$ cat config.mk
export PLATFORM = sky130hd
export DESIGN_NAME = oserdes_gearbox
export DESIGN_NICKNAME = d
export VERILOG_FILES = /design/src/rtl/oserdes_pkg.sv /design/src/rtl/gearbox_fifo2.sv /design/src/rtl/oserdes_gearbox.sv
export SDC_FILE = /design/constraint.sdc
export NUM_CORES = 1
export LEC_CHECK = 0
export CORE_MARGIN = 2
export CORE_UTILIZATION = 55
export CTS_CLUSTER_DIAMETER = 120
export DETAILED_ROUTE_END_ITERATION = 12
export PLACE_DENSITY = 0.78
export SETUP_SLACK_MARGIN = 0.3
export SYNTH_ARGS = -nofsm -noshare
export SYNTH_HDL_FRONTEND = slang
export SYNTH_SLANG_ARGS = --single-unit
$ cat constraint.sdc
create_clock -name CLK -period 2.87 [get_ports CLK]
set_input_delay 0.574 -clock CLK [delete_from_list [all_inputs] [get_ports CLK]]
set_output_delay 0.574 -clock CLK [all_outputs]
set_load 0.05 [all_outputs]
$ cat src/rtl/oserdes_pkg.sv
// Shared types and sizing helpers for the word-to-slice output gearbox.
package oserdes_pkg;

    typedef enum logic {
        IDLE  = 1'b0,
        SHIFT = 1'b1
    } state_t;

    // Number of output slices carried by one input word.
    function automatic int slice_ratio(input int in_width, input int out_width);
        return in_width / out_width;
    endfunction

    // Slice counter width; a ratio of 1 still gets a one-bit counter.
    function automatic int cnt_width(input int ratio);
        return (ratio > 1) ? $clog2(ratio) : 1;
    endfunction

endpackage

$ cat src/rtl/gearbox_fifo2.sv
// Two-entry synchronous FIFO buffering input words ahead of the slicer.
module gearbox_fifo2 #(
    parameter int WIDTH = 32
) (
    input  logic             CLK,
    input  logic             RESET_N,
    input  logic             push,
    input  logic [WIDTH-1:0] wr_data,
    input  logic             pop,
    output logic [WIDTH-1:0] rd_data,
    output logic             full,
    output logic             empty
);

    logic [WIDTH-1:0] mem [2];
    logic             wr_ptr;
    logic             rd_ptr;
    logic [1:0]       count;
    logic             do_push;
    logic             do_pop;

    assign full    = (count == 2'd2);
    assign empty   = (count == 2'd0);
    assign do_push = push && !full;
    assign do_pop  = pop && !empty;
    assign rd_data = mem[rd_ptr];

    // Pointer and occupancy tracking; simultaneous push and pop leave the count alone.
    always_ff @(posedge CLK or negedge RESET_N) begin
        if (!RESET_N) begin
            wr_ptr <= 1'b0;
            rd_ptr <= 1'b0;
            count  <= 2'd0;
        end else begin
            if (do_push) wr_ptr <= ~wr_ptr;
            if (do_pop)  rd_ptr <= ~rd_ptr;
            case ({do_push, do_pop})
                2'b10:   count <= count + 2'd1;
                2'b01:   count <= count - 2'd1;
                default: count <= count;
            endcase
        end
    end

    // Storage needs no reset; occupancy alone decides what is valid.
    always_ff @(posedge CLK) begin
        if (do_push) mem[wr_ptr] <= wr_data;
    end

endmodule

$ cat src/rtl/oserdes_gearbox.sv
// Word-to-slice gearbox feeding the per-lane output serializers.
// Buffers two words, emits one slice per lane per CE cycle, and falls back
// to the idle pattern (flagging underflow) when the stream runs dry.
module oserdes_gearbox
    import oserdes_pkg::*;
#(
    parameter int                   CHANNELS     = 1,
    parameter int                   IN_WIDTH     = 32,
    parameter int                   OUT_WIDTH    = 8,
    parameter bit                   MSB_FIRST    = 1'b0,
    parameter logic [OUT_WIDTH-1:0] IDLE_PATTERN = 8'h00
) (
    input  logic                          CLK,
    input  logic                          RESET_N,
    input  logic                          CE,
    input  logic [CHANNELS*IN_WIDTH-1:0]  IN,
    input  logic                          IN_VALID,
    output logic                          IN_READY,
    output logic [CHANNELS*OUT_WIDTH-1:0] OUT,
    output logic                          OUT_ACTIVE,
    output logic                          UNDERFLOW
);

    localparam int RATIO   = slice_ratio(IN_WIDTH, OUT_WIDTH);
    localparam int CNT_W   = cnt_width(RATIO);
    localparam int WORD_W  = CHANNELS * IN_WIDTH;
    localparam int SLICE_W = CHANNELS * OUT_WIDTH;

    // The counter wraps to RATIO mod 2^CNT_W once the last slice has gone out.
    localparam logic [CNT_W-1:0]   LAST_CNT = CNT_W'(RATIO);
    localparam logic [CNT_W-1:0]   CNT_ONE  = CNT_W'(1);
    localparam logic [SLICE_W-1:0] IDLE_ALL = {CHANNELS{IDLE_PATTERN}};

    state_t             state_q;
    logic [CNT_W-1:0]   cnt_q;
    logic [WORD_W-1:0]  word_q;
    logic [SLICE_W-1:0] out_q;
    logic               active_q;
    logic               underflow_q;

    logic [WORD_W-1:0]  fifo_rd_data;
    logic               fifo_full;
    logic               fifo_empty;
    logic               fifo_push;
    logic               fifo_pop;
    logic               at_last;
    logic               start_word;

    // Pick slice idx from every lane of a word, honouring the bit order.
    function automatic logic [SLICE_W-1:0] pick_slice(input logic [WORD_W-1:0] word,
                                                      input logic [CNT_W-1:0]  idx);
        logic [SLICE_W-1:0] res;
        int                 phys;
        res  = '0;
        phys = MSB_FIRST ? (RATIO - 1 - int'(idx)) : int'(idx);
        for (int k = 0; k < CHANNELS; k++) begin
            res[k*OUT_WIDTH +: OUT_WIDTH] = word[k*IN_WIDTH + phys*OUT_WIDTH +: OUT_WIDTH];
        end
        return res;
    endfunction

    assign IN_READY   = RESET_N && !fifo_full;
    assign fifo_push  = IN_VALID && IN_READY;
    assign at_last    = (cnt_q == LAST_CNT);
    assign start_word = !fifo_empty && ((state_q == IDLE) || at_last);
    assign fifo_pop   = CE && start_word;

    gearbox_fifo2 #(
        .WIDTH (WORD_W)
    ) u_fifo (
        .CLK     (CLK),
        .RESET_N (RESET_N),
        .push    (fifo_push),
        .wr_data (IN),
        .pop     (fifo_pop),
        .rd_data (fifo_rd_data),
        .full    (fifo_full),
        .empty   (fifo_empty)
    );

    // Slice sequencer: advances only on CE, underflow pulse clears on any edge.
    always_ff @(posedge CLK or negedge RESET_N) begin
        if (!RESET_N) begin
            state_q     <= IDLE;
            cnt_q       <= '0;
            word_q      <= '0;
            out_q       <= IDLE_ALL;
            active_q    <= 1'b0;
            underflow_q <= 1'b0;
        end else begin
            underflow_q <= 1'b0;
            if (CE) begin
                if (start_word) begin
                    word_q   <= fifo_rd_data;
                    out_q    <= pick_slice(fifo_rd_data, '0);
                    active_q <= 1'b1;
                    cnt_q    <= CNT_ONE;
                    state_q  <= SHIFT;
                end else if ((state_q == SHIFT) && !at_last) begin
                    out_q <= pick_slice(word_q, cnt_q);
                    cnt_q <= cnt_q + CNT_ONE;
                end else begin
                    out_q    <= IDLE_ALL;
                    active_q <= 1'b0;
                    cnt_q    <= '0;
                    state_q  <= IDLE;
                    if (state_q == SHIFT) underflow_q <= 1'b1;
                end
            end
        end
    end

    assign OUT        = out_q;
    assign OUT_ACTIVE = active_q;
    assign UNDERFLOW  = underflow_q;

endmodule

* Word-level counts from Yosys, hierarchy flattened
Memories as Yosys holds them, arrays and structs flattened.
Cells that the tools add are included.
** Operators by class
- Add/subtract/negate cells :: 3
- $mul :: 0
- Divide/modulo/power cells :: 0
- $lt $le $gt $ge :: 0
- Eq/ne operators :: 4
- Shift operators :: 1
- Muxes and demuxes :: 13
- Bitwise gates (word level) :: 3
- Reduce and logical (&&, ||, !) cells :: 16
** Operator list (number)
- $shiftx A32 B6 Y8 :: 1
- $mux W8 :: 2
- $mux W1 :: 8
- $logic_and A1 B1 Y1 :: 7
- $add A2 B1 Y2 const B :: 2
- $eq A2 B2 Y1 const B :: 2
- $logic_not A2 Y1 :: 2
- $mux W2 :: 2
- $pmux W2 S2 :: 1
- $reduce_and A2 Y1 :: 2
- $logic_not A1 Y1 :: 3
- $not A1 Y1 :: 3
- $eq A2 B1 Y1 const B :: 1
- $ne A2 B2 Y1 const B :: 1
- $reduce_bool A2 Y1 :: 1
- $sub A2 B1 Y2 const B :: 1
- $logic_or A1 B1 Y1 :: 1
** Storage, ports and cells
- Register bits :: 48
- Latch bits :: 0
- Memory bits (writable) :: 64
- Memory bits (read-only) :: 0
- Input port bits :: 36
- Memories kept :: 1
** Memory list
- u_fifo.mem :: depth 2, width 32, rd ports 1, clocked after Yosys merged registers in 0, wr ports 1, RTL line gearbox_fifo2.sv:15 : logic [WIDTH-1:0] mem [2];

* Longest topological paths before layout
Gate-level depths: netlist of the first run.
- Word-level depth :: 7
- Mapped depth :: 12
- Mapped depth without buffers :: 9

* By module
From an unflattened synthesis of the first run, not the netlist that was laid out.
** Second synthesis, totals
- Cells, all modules :: 244
- Area, all modules :: 4574.4 um^2
** Modules (own cells, without submodules)
- gearbox_fifo2 :: times used 1, cells each 118, area each 2658.8 um^2
- oserdes_gearbox :: times used 1, cells each 126, area each 1915.6 um^2

* Worst setup path before layout of the first run
OpenSTA, ideal clock, no wires.
- Path kind :: input to register
- Start :: in IN_VALID
- End :: mem u_fifo.mem[0][0], enable pin
- Arrival :: 2094 ps
- Required time :: 2449 ps
- Slack :: 355 ps
- Cell stages on the path :: 2
- Buffers on the path :: 0
- Cell sequence :: o211ai_1 > nor2_1
** On the way
- Cells in the longest elaborated chain, start to end :: 4
** Ends and longest elaborated chain
- start: declaration :: RTL line oserdes_gearbox.sv:17 : input logic IN_VALID,
- $logic_and A1 B1 Y1 :: RTL line oserdes_gearbox.sv:63 : assign fifo_push = IN_VALID && IN_READY;
- $logic_and A1 B1 Y1 :: RTL line gearbox_fifo2.sv:24 : assign do_push = push && !full;
- $mux W1 :: RTL line gearbox_fifo2.sv:47 : if (do_push) mem[wr_ptr] <= wr_data;
- $mux W1 (not written as such) :: RTL line gearbox_fifo2.sv:47
- end: declaration :: RTL line gearbox_fifo2.sv:15
No other way between the ends.

* Final worst setup path of the first run
- Start :: reg cnt_q[0]
- End :: reg u_fifo.count[1]
** On the way
- Cells in the longest elaborated chain, start to end :: 7
- Elaborated cells between the ends (all ways) :: 9
** Ends and longest elaborated chain
- start: declaration :: RTL line oserdes_gearbox.sv:35 : logic [CNT_W-1:0] cnt_q;
- start signal: assignment :: RTL line oserdes_gearbox.sv:101 : cnt_q <= cnt_q + CNT_ONE;
- $logic_not A2 Y1 (*) :: RTL line oserdes_gearbox.sv:64 : assign at_last = (cnt_q == LAST_CNT);
- $logic_or A1 B1 Y1 (*) :: RTL line oserdes_gearbox.sv:65 : assign start_word = !fifo_empty && ((state_q == IDLE) || at_last);
- $logic_and A1 B1 Y1 (*) :: RTL line oserdes_gearbox.sv:65
- $logic_and A1 B1 Y1 (*) :: RTL line oserdes_gearbox.sv:66 : assign fifo_pop = CE && start_word;
- $logic_and A1 B1 Y1 (*) :: RTL line gearbox_fifo2.sv:25 : assign do_pop = pop && !empty;
- net u_fifo.do_pop :: RTL line gearbox_fifo2.sv:20 : logic do_pop;
- $eq A2 B1 Y1 / $eq A2 B2 Y1 (equally long branches) :: RTL line gearbox_fifo2.sv:37 : case ({do_push, do_pop})
- $pmux W2 S2 / $reduce_bool A2 Y1 (equally long branches)
- end signal: assignment :: RTL line gearbox_fifo2.sv:38 : 2'b10: count <= count + 2'd1;
- end signal: assignment :: RTL line gearbox_fifo2.sv:39 : 2'b01: count <= count - 2'd1;
- end signal: assignment :: RTL line gearbox_fifo2.sv:40 : default: count <= count;
- end: declaration :: RTL line gearbox_fifo2.sv:18 : logic [1:0] count;
Mark *: on every way through the listed nets, which the timed path passes. The rest lies on a longest branch.
A chain may end at the register's enable or synchronous reset.

==> summary.txt, run 1 <==
Place
  • Worst slack, placed: around 590 ps
  • Port bufs: 46
  • Placed cell areas: 0.00504 mm2
  • Routability cong.: 0.781
  • Detailed Place HPWL: about 4900 um
  • Inst Count DP: ~430

Global routing
  • Overall Global Routing Usage: 18.4%
  • Pin count of the biggest net entering global routing: 43
  • Global-route wire length before repair: 12,200 um
  • Vias in the first global route: 2,442
  • Initial antenna violation count: 0
  • Congestion Overflow GR: 0

STA
  • Fin. max-slew vios: 0
  • Final period utilization: between 70% and 80%
  • Post-route minimum period: 2290 ps
  • Worst Skew: roughly 9 ps
  • Rel. slew slack: 47.2%
  • Final Hold Fails: 0
  • Final setup viols: 0
  • Unrepaired setup endpoints after global routing: false
  • Max frequency: 437 MHz
  • Final Worst Setup Slack: between 500 and 600 ps
  • Tightest Pin Transition: 792 ps
  • TNS Setup: 0 ps

CTS
  • Worst-case clock buffer depth: 2
  • Post-CTS setup buffers: 0
  • Clock latency on the worst-skew pair: 370 ps
  • Max H-tree Level: 3
  • Worst-path clk slew: ~100 ps
  • CTS tree: built
  • Sink Count: approximately 110
  • Hold_buf cts: 0
  • CTS Buf Count: 9
  • Root Driver: clkbuf_8
  • Post-cts gate resize count: 0

Worst setup path
  • Required time of the critical path: 3170 ps
  • CP endpoint kind: register
  • Top cell by count, worst path: ha_1
  • CP Class: register to register
  • CP max FO: 13
  • Worst path buffer plus inverter count: 2
  • Largest delay share family, worst path: simple AND/OR/NAND/NOR gates
  • CP Launch Type: register
  • Arr. time, crit path: 2590 ps
  • Crit path cell chain: inv_1 -> ha_1 -> and2b_4 -> or2_2 -> inv_2 -> ha_1 -> nor2_1 -> xnor2_1
  • Critical path's slowest cell: dfrtp_1
  • Crit-path max cell delay: around 690 ps

Synth
  • Post-synthesis cell area: 0.00452 mm2
  • Syn Area/Cell: 15.7 um2
  • Ys Warns: 0
  • Xor/xnor share of the synthesized area: about 1.1%
  • Multiplexer area fraction after synthesis: 11.1%
  • Mapped Nets: between 300 and 400
  • Synthesized flop and latch total: 112
  • Leading area contributor after synthesis: edfxtp_1
  • Simple-Gate Fraction of Synth Area: 2.24%
  • Post-synthesis sequential area ratio: a little under 70%
  • Largest family of logic cells by synthesized area: compound AO/OA/AOI/OAI gates
  • Yosys cell types: 29
  • Cells after Synth: 289
  • Compound-Gate Fraction of Synth Area: 12.0%
  • Main area contributors after synthesis: edfxtp_1, dfrtp_1, mux2i_1, o21ai_2, mux4_2
  • Synth Area in Adders: less than 1%
  • Post-synth top area share: 42.5%

Detailed routing
  • Routed Antenna Nets: 0
  • Routed vias/inst: 5.65
  • Drt wl/cell: between 15 and 20 um
  • Initial DRC count: roughly 150
  • Pre-antenna DRT Iters: 4
  • Vias: 2,510
  • WL final: about 7500 um
  • DRC Markers: 0

Power and ir drop
  • P_leak: 0.00198 uW
  • Pwr Total: 5290 uW
  • Peak VDD IR: 0.383 mV
  • PwrDens: approximately 1000 mW/mm2

Layout
  • Final instance area: 0.00523 mm2
  • FF/Latch Area: roughly 0.0031 mm2
  • Area of the multi-input gates: 0.00122 mm2
  • Commonest non-fill, non-tap cell in the layout: edfxtp_1
  • Fill cells: ~630
  • Synth-to-layout area growth: 15.7%
  • Final cell count without fillers: ~440
  • Antenna Cells: 0
  • Commonest non-fill, non-tap cells in the layout: edfxtp_1, dfrtp_1, clkdlybuf4s50_1
  • Layout cells sized above 1: 19.8%
  • Final #Nets: 372

Worst hold path
  • Min-delay worst type: input pin to async pin

Job
  • Max-cap viol count: 0

Status
  • Status: finished, final reports clean

Floorplanning
  • Die span in x: 94.7 um
  • Row cnt: 33
  • Top-Level Pins: 47
  • CORE AREA: 0.00809 mm2
  • Initial Utilization: 55.9%
  • Die span in y: 94.7 um
  • Full die area: 0.00897 mm2
-- report_power, final --
part           total [uW]  internal [uW]  switching [uW]  leakage (uW)
Sequential           2510           2150             362       0.00118
Combinational        1870            844            1030      0.000716
Clock                 904            403             501     0.0000856
-- final timing paths --
check,start,to,slack (ps),cells past startpoint
worst min register to register,word_q[18]$_DFFE_PN0P_,word_q[18]$_DFFE_PN0P_,510,2
worst min-delay path,RESET_N,UNDERFLOW$_DFF_PN0_,140,1
max in group asynchronous,RESET_N,word_q[20]$_DFFE_PN0P_,1970,2
worst max-delay path,cnt_q[0]$_DFFE_PN0P_,u_fifo.count[1]$_DFFE_PN0P_,580,8
min in group CLK,word_q[18]$_DFFE_PN0P_,word_q[18]$_DFFE_PN0P_,510,2
worst max register to register,cnt_q[0]$_DFFE_PN0P_,u_fifo.count[1]$_DFFE_PN0P_,580,8
-- synth_stat cells, drive strengths merged --
master,count
and3,1
a21oi,1
xnor2,5
mux4,8
buf,12
nand2,3
nor4b,1
or2,1
o21a,1
mux2i,32
nand3,9
and2b,1
edfxtp,64
dfrtp,48
ha,2
nor2,2
clkbuf,9
o21ai,67
o221ai,8
inv,12
o211ai,1
and2,1
-- final cells by class --
cell class | count | share of cell area, %
Clock inverter | 5 | 1.10
Inverter | 12 | 0.861
Timing Repair Buffer | 55 | 9.95
Clock buffer | 11 | 2.51
Sequential cell | 112 | 59.7
Multi-Input combinational cell | 144 | 23.4
Tap cell | 105 | 2.51
-- through the flow --
stage	utilization, %	hold WS [ps]
global route	64.7	160
global placement	62.3	482
finish	64.7	145
detailed placement	62.3	498
CTS	64.7	150
floorplan	-	278
-- per-layer routing --
metal / wire (um) / GRT usage [%] / share of wire, %
met3: 286 / 3.27 / 3.8
met1: 3250 / 24.3 / 43
met5: 0 / 0 / 0
met4: 160 / 10.0 / 2.1
met2: 3800 / 29.1 / 51
-- logic make-up (layout without fill, tap and decap cells) --
kind of cell | count (synthesis) | after routing
xor gates and xnor gates | 5 | 5
buffers and inverters | 33 | 83
adders and majority gates | 2 | 2
and+or+nand+nor | 19 | 19
muxes | 40 | 40
AOI/OAI and AO/OA | 78 | 78
DFF | 112 | 112
-- sequential cells by signal, indices dropped and copies added, names as in the netlist --
| register | cells |
|---|---|
| u_fifo.mem | 64 |
| word_q | 32 |
| OUT | 8 |
| cnt_q | 2 |
| u_fifo.count | 2 |
| OUT_ACTIVE | 1 |
| UNDERFLOW | 1 |
| u_fifo.rd_ptr | 1 |
| u_fifo.wr_ptr | 1 |
Note: power is estimated with default switching activity, not from simulation.
==> run 2: changes to the inputs <==
==> constraint.sdc (replaced) <==
create_clock -name CLK -period 2.35 [get_ports CLK]
set_input_delay 0.47 -clock CLK [delete_from_list [all_inputs] [get_ports CLK]]
set_output_delay 0.47 -clock CLK [all_outputs]
set_load 0.05 [all_outputs]
==> run 2 against run 1 <==
Via count increased by 0.52%. Wire length increased by 2.7%. Critical path type is now register to output pin. Sequential share of layout area decreased by 0.86 points. Critical path depth decreased by 7. Sequential cell count unchanged. Core utilization increased by 0.94 points. Final cell count increased by 0.90%. Setup slack got worse by 220 ps. Clock power increased by 22%.
==> summary.txt, run 2 (synthesis gave the netlist of run 1 again) <==
Power and ir drop
  • Power share of the clock group: 16.9% (was 17.1%)
  • Seq pwr share: 45.1% (was 47.5%)
  • Pwr Total: 6520 uW (was 5290 uW)
  • PwrDens: 1230 mW/mm2 (was 1010 mW/mm2)
  • Internal: 4190 uW (was 3400 uW)
  • Peak VDD IR: 0.480 mV (was 0.383 mV)
  • Switching power total: 2320 uW (was 1890 uW)
  • P_leak: 0.00206 uW (was 0.00198 uW)
  • Sw Share: 35.6% (was 35.7%)
  • Comb pwr share: 38.1% (was 35.4%)

Global routing
  • Met1 usage: 24.4% (was 24.3%)
  • Congestion Overflow GR: 0 (unchanged)
  • Initial antenna violation count: 0 (unchanged)
  • Most Used Layer, Global Route: met2 (unchanged)
  • GR Util met2: 30.4% (was 29.1%)
  • GRT met3 Usage: 5.43% (was 3.27%)
  • Pin count of the biggest net entering global routing: 43 (unchanged)
  • Global-route wire length before repair: 12,500 um (was 12,200 um)
  • Vias in the first global route: 2,470 (was 2,442)
  • Overall Global Routing Usage: 19.0% (was 18.4%)

CTS
  • Root Driver: clkbuf_8 (unchanged)
  • Max H-tree Level: 3 (unchanged)
  • Hold_buf cts: 0 (unchanged)
  • Clock latency on the worst-skew pair: 370 ps (about the same)
  • CTS tree: built (unchanged)
  • CTS Buf Count: 9 (unchanged)
  • Sink Count: 112 (unchanged)
  • Worst-path clk slew: 100 ps (about the same)
  • Worst-case clock buffer depth: 2 (unchanged)

Place
  • Detailed Place HPWL: 5120 um (was 4930 um)
  • Routability cong.: 0.769 (was 0.781)
  • Port bufs: 46 (unchanged)

Layout
  • Commonest non-fill, non-tap cells in the layout: edfxtp_1, dfrtp_1, clkdlybuf4s50_1 (unchanged)
  • Antenna Cells: 0 (unchanged)
  • Final #Nets: 376 (was 372)
  • Commonest non-fill, non-tap cell in the layout: edfxtp_1 (unchanged)
  • Layout cells sized above 1: 20.7% (was 19.8%)
  • Utilization after layout: 65.6% (was 64.7%)
  • Area of the multi-input gates: 0.00122 mm2 (about the same)
  • Most flop-heavy register: u_fifo.mem (unchanged)
  • FF/Latch Area: 0.00312 mm2 (unchanged)
  • Largest register FFs: 64 (unchanged)
  • Synth-to-layout area growth: 17.4% (was 15.7%)
  • Fill cells: 618 (was 625)

Worst setup path
  • CP Launch Type: register (unchanged)
  • Worst reg2reg endpoint: OUT[0]$_DFFE_PN0P_ (was u_fifo.count[1]$_DFFE_PN0P_)
  • Crit path cell chain: clkdlybuf4s50_1 (was inv_1 -> ha_1 -> and2b_4 -> or2_2 -> inv_2 -> ha_1 -> nor2_1 -> xnor2_1)
  • CP max FO: 2 (was 13)
  • Critical path's slowest cell: clkdlybuf4s50_1 (was dfrtp_1)
  • Largest delay share family, worst path: buffers and inverters (was simple AND/OR/NAND/NOR gates)
  • Arr. time, crit path: 1520 ps (was 2590 ps)
  • FF-to-FF path depth: 6 (was 8)
  • Crit-path max cell delay: 800 ps (was 690 ps)
  • Required time of the critical path: 1880 ps (was 3170 ps)
  • CP Launch Point: OUT[3]$_DFFE_PN0P_ (was cnt_q[0]$_DFFE_PN0P_)
  • Worst path buffer plus inverter count: 1 (was 2)
  • CP Class: register to output pin (was register to register)
  • CP endpoint kind: output pin (was register)
  • Critical R2R Launch: cnt_q[1]$_DFFE_PN0P_ (was cnt_q[0]$_DFFE_PN0P_)
  • R2R Setup Slk: 440 ps (was 580 ps)

Worst hold path
  • Min-delay worst type: input pin to async pin (unchanged)

Floorplanning
  • CORE AREA: 0.00809 mm2 (unchanged)
  • Top-Level Pins: 47 (unchanged)
  • Die span in y: 94.7 um (unchanged)
  • Initial Utilization: 55.9% (unchanged)
  • Die span in x: 94.7 um (unchanged)
  • Row cnt: 33 (unchanged)
  • Full die area: 0.00897 mm2 (unchanged)

STA
  • Max frequency: 503 MHz
  • Post-route minimum period: 1990 ps
  • Unrepaired setup endpoints after global routing: false (unchanged)
  • Fin. max-slew vios: 0 (unchanged)
  • Final setup viols: 0 (unchanged)
  • TNS Setup: 0 ps (unchanged)
  • Final Hold Fails: 0 (unchanged)
  • Rel. slew slack: 58.8% (was 47.2%)
  • Worst Skew: 10.8 ps (was 9.24 ps)
  • Final period utilization: 84.6%
  • Tightest Pin Transition: 619 ps (was 792 ps)

Detailed routing
  • Pre-antenna DRT Iters: 4 (unchanged)
  • WL final: 7700 um (was 7500 um)
  • Drt wl/cell: 17.2 um (was 16.9 um)
  • Routed vias/inst: 5.63 (was 5.65)
  • Initial DRC count: 155 (was 151)
  • Routed Antenna Nets: 0 (unchanged)
  • Vias: 2,523 (was 2,510)
  • DRC Markers: 0 (unchanged)

Status
  • Status: finished, final reports clean (unchanged)

Job
  • Max-cap viol count: 0 (unchanged)
==> run 2: changes by cell type in the layout (fill, tap and decap cells not counted) <==
cell             previous run  this run
dlygate4sd2_1               0         2
clkinv_2                    1         0
and3_1                      1         0
clkinv_4                    0         1
dlymetal6s2s_1              0         4
and3_2                      0         1
buf_12                      0         3
clkinv_1                    0         1
buf_4                      10        11
clkdlybuf4s50_1            44        38
clkinvlp_4                  3         2
==> run 2: final cells by class <==
cell class	count	area share (%)
Clock buffer	11	2.47
Clock inverter	5	1.08
Inverter	12	0.848
Multi-Input combinational cell	144	23.1
Sequential cell	112	58.8
Tap cell	105	2.47
Timing Repair Buffer	59	11.2
==> run 2: layer usage <==
metal,wire [um],part of all wire (%),vias to the layer above
met4,218,2.8,0
met5,0,0,-
met2,3960,51,63
met3,361,4.7,15
li1,-,-,1183
met1,3160,41,1262
==> run 2: how the worst max path moves through the flow <==
| stage | end | slack [ps] | cells after the start |
|---|---|---|---|
| final | OUT[3] | 360 | 1 |
| after global placement | OUT[1]$_DFFE_PN0P_ | 340 | 5 |
| after CTS | OUT[7] | 310 | 1 |
| after global routing | OUT[4] | 300 | 1 |
| after detailed placement | OUT[0]$_DFFE_PN0P_ | 290 | 5 |
| after floorplan | u_fifo.count[1]$_DFFE_PN0P_ | 310 | 11 |
==> run 2: power groups by stage <==
stage          Clock, uW  Sequential [uW]  Combinational (uW)
4_1_cts             1130             2940                2510
5_1_grt             1220             3000                2700
3_3_place_gp           0             2960                2430
3_5_place_dp           0             2980                2520
2_1_floorplan          0             3070                1780
6_report            1100             2940                2480
==> run 2: repair_timing <==
| item | CTS | global route |
|---|---|---|
| resized for setup | 2 | 4 |
| buffers inserted | 0 | 0 |
| endpoints found under the setup margin | 2 | 4 |
==> run 2: through the flow <==
stage | hold WS (ps) | setup slack (ps) | std cells | area (um2)
4_1_cts | 116 | 308 | 448 | 5300
3_3_place_gp | 482 | 345 | 432 | 5110
2_1_floorplan | 174 | 310 | 289 | 4530
6_report | 122 | 363 | 448 | 5310
3_5_place_dp | 495 | 291 | 432 | 5110
5_1_grt | 126 | 300 | 448 | 5310
==> run 3: changes to the inputs <==
==> constraint.sdc (replaced) <==
create_clock -name CLK -period 2 [get_ports CLK]
set_input_delay 0.4 -clock CLK [delete_from_list [all_inputs] [get_ports CLK]]
set_output_delay 0.4 -clock CLK [all_outputs]
set_load 0.05 [all_outputs]
==> run 3 against run 2 <==
Critical path depth stayed put. Sequential share of layout area is 1.1 points lower. Via count is 0.16% lower. Power is 21% higher. Die area stayed put. Final cell count is 0.45% higher. Core utilization is 1.3 points higher. Register-to-register slack worse by 40 ps. Clock skew is 2.0 ps lower. Sequential cell count stayed put. Sequential power is 16% higher. Wire length is 3.0% lower. Critical endpoint is now OUT[4].
==> summary.txt, run 3 (synthesis gave the netlist of run 1 again) <==
Floorplanning
  • Top-Level Pins: 47 (unchanged)
  • Full die area: 0.00897 mm2 (unchanged)
  • Row cnt: 33 (unchanged)
  • Initial Utilization: 55.9% (unchanged)
  • CORE AREA: 0.00809 mm2 (unchanged)
  • Die span in x: 94.7 um (unchanged)
  • Die span in y: 94.7 um (unchanged)

Global routing
  • Vias in the first global route: 2,535 (was 2,470)
  • Pin count of the biggest net entering global routing: 49 (was 43)
  • Congestion Overflow GR: 0 (unchanged)
  • Initial antenna violation count: 0 (unchanged)
  • Overall Global Routing Usage: 18.4% (was 19.0%)
  • Global-route wire length before repair: 12,200 um (was 12,500 um)

CTS
  • CTS Buf Count: 9 (unchanged)
  • Worst-path clk slew: 100 ps (about the same)
  • Hold_buf cts: 0 (unchanged)
  • CTS tree: built (unchanged)
  • Max H-tree Level: 3 (unchanged)
  • Root Driver: clkbuf_8 (unchanged)
  • Sink Count: 112 (unchanged)
  • Clock latency on the worst-skew pair: 360 ps (was 370 ps)
  • Worst-case clock buffer depth: 2 (unchanged)

Power and ir drop
  • P_leak: 0.00207 uW (was 0.00206 uW)
  • Peak VDD IR: 0.654 mV (was 0.480 mV)
  • PwrDens: 1460 mW/mm2 (was 1230 mW/mm2)
  • Power share of the clock group: 17.9% (was 16.9%)
  • Internal: 5150 uW (was 4190 uW)
  • Comb pwr share: 38.9% (was 38.1%)
  • Sw Share: 34.9% (was 35.6%)
  • Seq pwr share: 43.2% (was 45.1%)
  • Switching power total: 2760 uW (was 2320 uW)

Status
  • Status: finished, final reports clean (unchanged)

STA
  • Rel. slew slack: 59.8% (was 58.8%)
  • TNS Setup: 0 ps (unchanged)
  • Tightest Pin Transition: 603 ps (was 619 ps)
  • Final Hold Fails: 0 (unchanged)
  • Fin. max-slew vios: 0 (unchanged)
  • Final Worst Setup Slack: 340 ps (was 363 ps)
  • Post-route minimum period: 1660 ps
  • Max frequency: ~600 MHz
  • Final period utilization: 83.0%
  • Final setup viols: 0 (unchanged)
  • Unrepaired setup endpoints after global routing: false (unchanged)
  • Worst Skew: 8.78 ps (was 10.8 ps)

Job
  • Max-cap viol count: 0 (unchanged)

Worst setup path
  • Critical path's slowest cell: clkdlybuf4s15_1 (was clkdlybuf4s50_1)
  • CP Class: register to output pin (unchanged)
  • CP endpoint kind: output pin (unchanged)
  • Worst path buffer plus inverter count: 1 (unchanged)
  • CP max FO: 2 (unchanged)
  • Arr. time, crit path: 1260 ps (was 1520 ps)
  • Crit-path max cell delay: 510 ps (was 800 ps)
  • CP Launch Type: register (unchanged)
  • Crit path cell chain: clkdlybuf4s15_1 (was clkdlybuf4s50_1)
  • Required time of the critical path: 1600 ps (was 1880 ps)
  • Largest delay share family, worst path: buffers and inverters (unchanged)

Detailed routing
  • Pre-antenna DRT Iters: 5 (was 4)
  • Vias: 2,519 (was 2,523)
  • DRC Markers: 0 (unchanged)
  • WL final: 7470 um (was 7700 um)
  • Drt wl/cell: 16.6 um (was 17.2 um)
  • Initial DRC count: 172 (was 155)
  • Routed vias/inst: 5.60 (was 5.63)
  • Routed Antenna Nets: 0 (unchanged)

Place
  • Port bufs: 46 (unchanged)
  • Routability cong.: 0.790 (was 0.769)
  • Worst slack, placed: 66.1 ps (was 291 ps)
  • Detailed Place HPWL: 4970 um (was 5120 um)

Layout
  • Layout cells sized above 1: 24.3% (was 20.7%)
  • Commonest non-fill, non-tap cell in the layout: edfxtp_1 (unchanged)
  • Most flop-heavy register: u_fifo.mem (unchanged)
  • Final #Nets: 378 (was 376)
  • Commonest non-fill, non-tap cells in the layout: edfxtp_1, dfrtp_1, clkdlybuf4s50_1 (unchanged)
  • Antenna Cells: 0 (unchanged)
  • Fill cells: 597 (was 618)
  • Largest register FFs: 64 (unchanged)
  • Synth-to-layout area growth: 19.7% (was 17.4%)

Worst hold path
  • Min-delay worst type: input pin to async pin (unchanged)
[run 3: through the flow]
stage,std cells,util [%],area (um2),total power [uW],hold WS (ps)
floorplan,289,-,4580,5790,104
global placement,431,64.1,5190,6490,484
detailed placement,431,64.1,5190,6590,503
CTS,449,66.8,5410,7960,214
global route,450,66.9,5420,8380,235
finish,450,66.9,5420,7910,197
[run 3: timing repair]
| item | 4_1_cts | 5_1_grt |
|---|---|---|
| resized for setup | 10 | 10 |
| pin swaps | 0 | 0 |
| setup buffers | 2 | 1 |
| endpoints found under the setup margin | 12 | 8 |
[run 3: metal layers]
layer / global-route usage [%] / part of all wire (%) / vias to the layer above
met1: 24.3 / 43 / 1274
met4: 7.49 / 1.4 / 0
met5: 0 / 0 / -
li1: - / - / 1188
met3: 3.59 / 3.2 / 9
met2: 30.3 / 52 / 48
[run 3: layout make-up]
cell class	count	area [um2]	area share [%]
clock buffer	11	131	2.43
tap	105	131	2.43
multi-input combinational	144	1270	23.5
timing repair buffer	61	626	11.6
inverter	12	47.5	0.878
clock inverter	5	81.3	1.50
sequential	112	3130	57.7
[run 3: final timing paths]
| check | startpoint | end | slack (ps) | depth (start not counted) |
|---|---|---|---|---|
| setup / recovery | OUT[4]$_DFFE_PN0P_ | OUT[4] | 340 | 1 |
| hold / removal | RESET_N | word_q[25]$_DFFE_PN0P_ | 200 | 2 |
| setup reg to reg | cnt_q[1]$_DFFE_PN0P_ | u_fifo.count[1]$_DFFE_PN0P_ | 400 | 9 |
| max in group asynchronous | RESET_N | u_fifo.rd_ptr$_DFFE_PN0P_ | 1360 | 2 |
| min in group CLK | word_q[15]$_DFFE_PN0P_ | word_q[15]$_DFFE_PN0P_ | 530 | 2 |
| hold reg to reg | word_q[15]$_DFFE_PN0P_ | word_q[15]$_DFFE_PN0P_ | 530 | 2 |
[run 3: worst register-to-register path, delay by kind of cell (launching register included)]
kind / cells / cell delay [ps]
and+or+nand+nor: 3 / 490
xor gates and xnor gates: 2 / 220
buffers and inverters: 2 / 140
DFF: 1 / 400
adders and majority gates: 2 / 250
[run 3: power groups by stage]
| stage | sequential, uW | clock, uW | combinational [uW] |
|---|---|---|---|
| floorplan | 3610 | 0 | 2180 |
| global placement | 3440 | 0 | 3040 |
| detailed placement | 3460 | 0 | 3130 |
| CTS | 3410 | 1440 | 3110 |
| global route | 3480 | 1540 | 3370 |
| finish | 3420 | 1420 | 3080 |
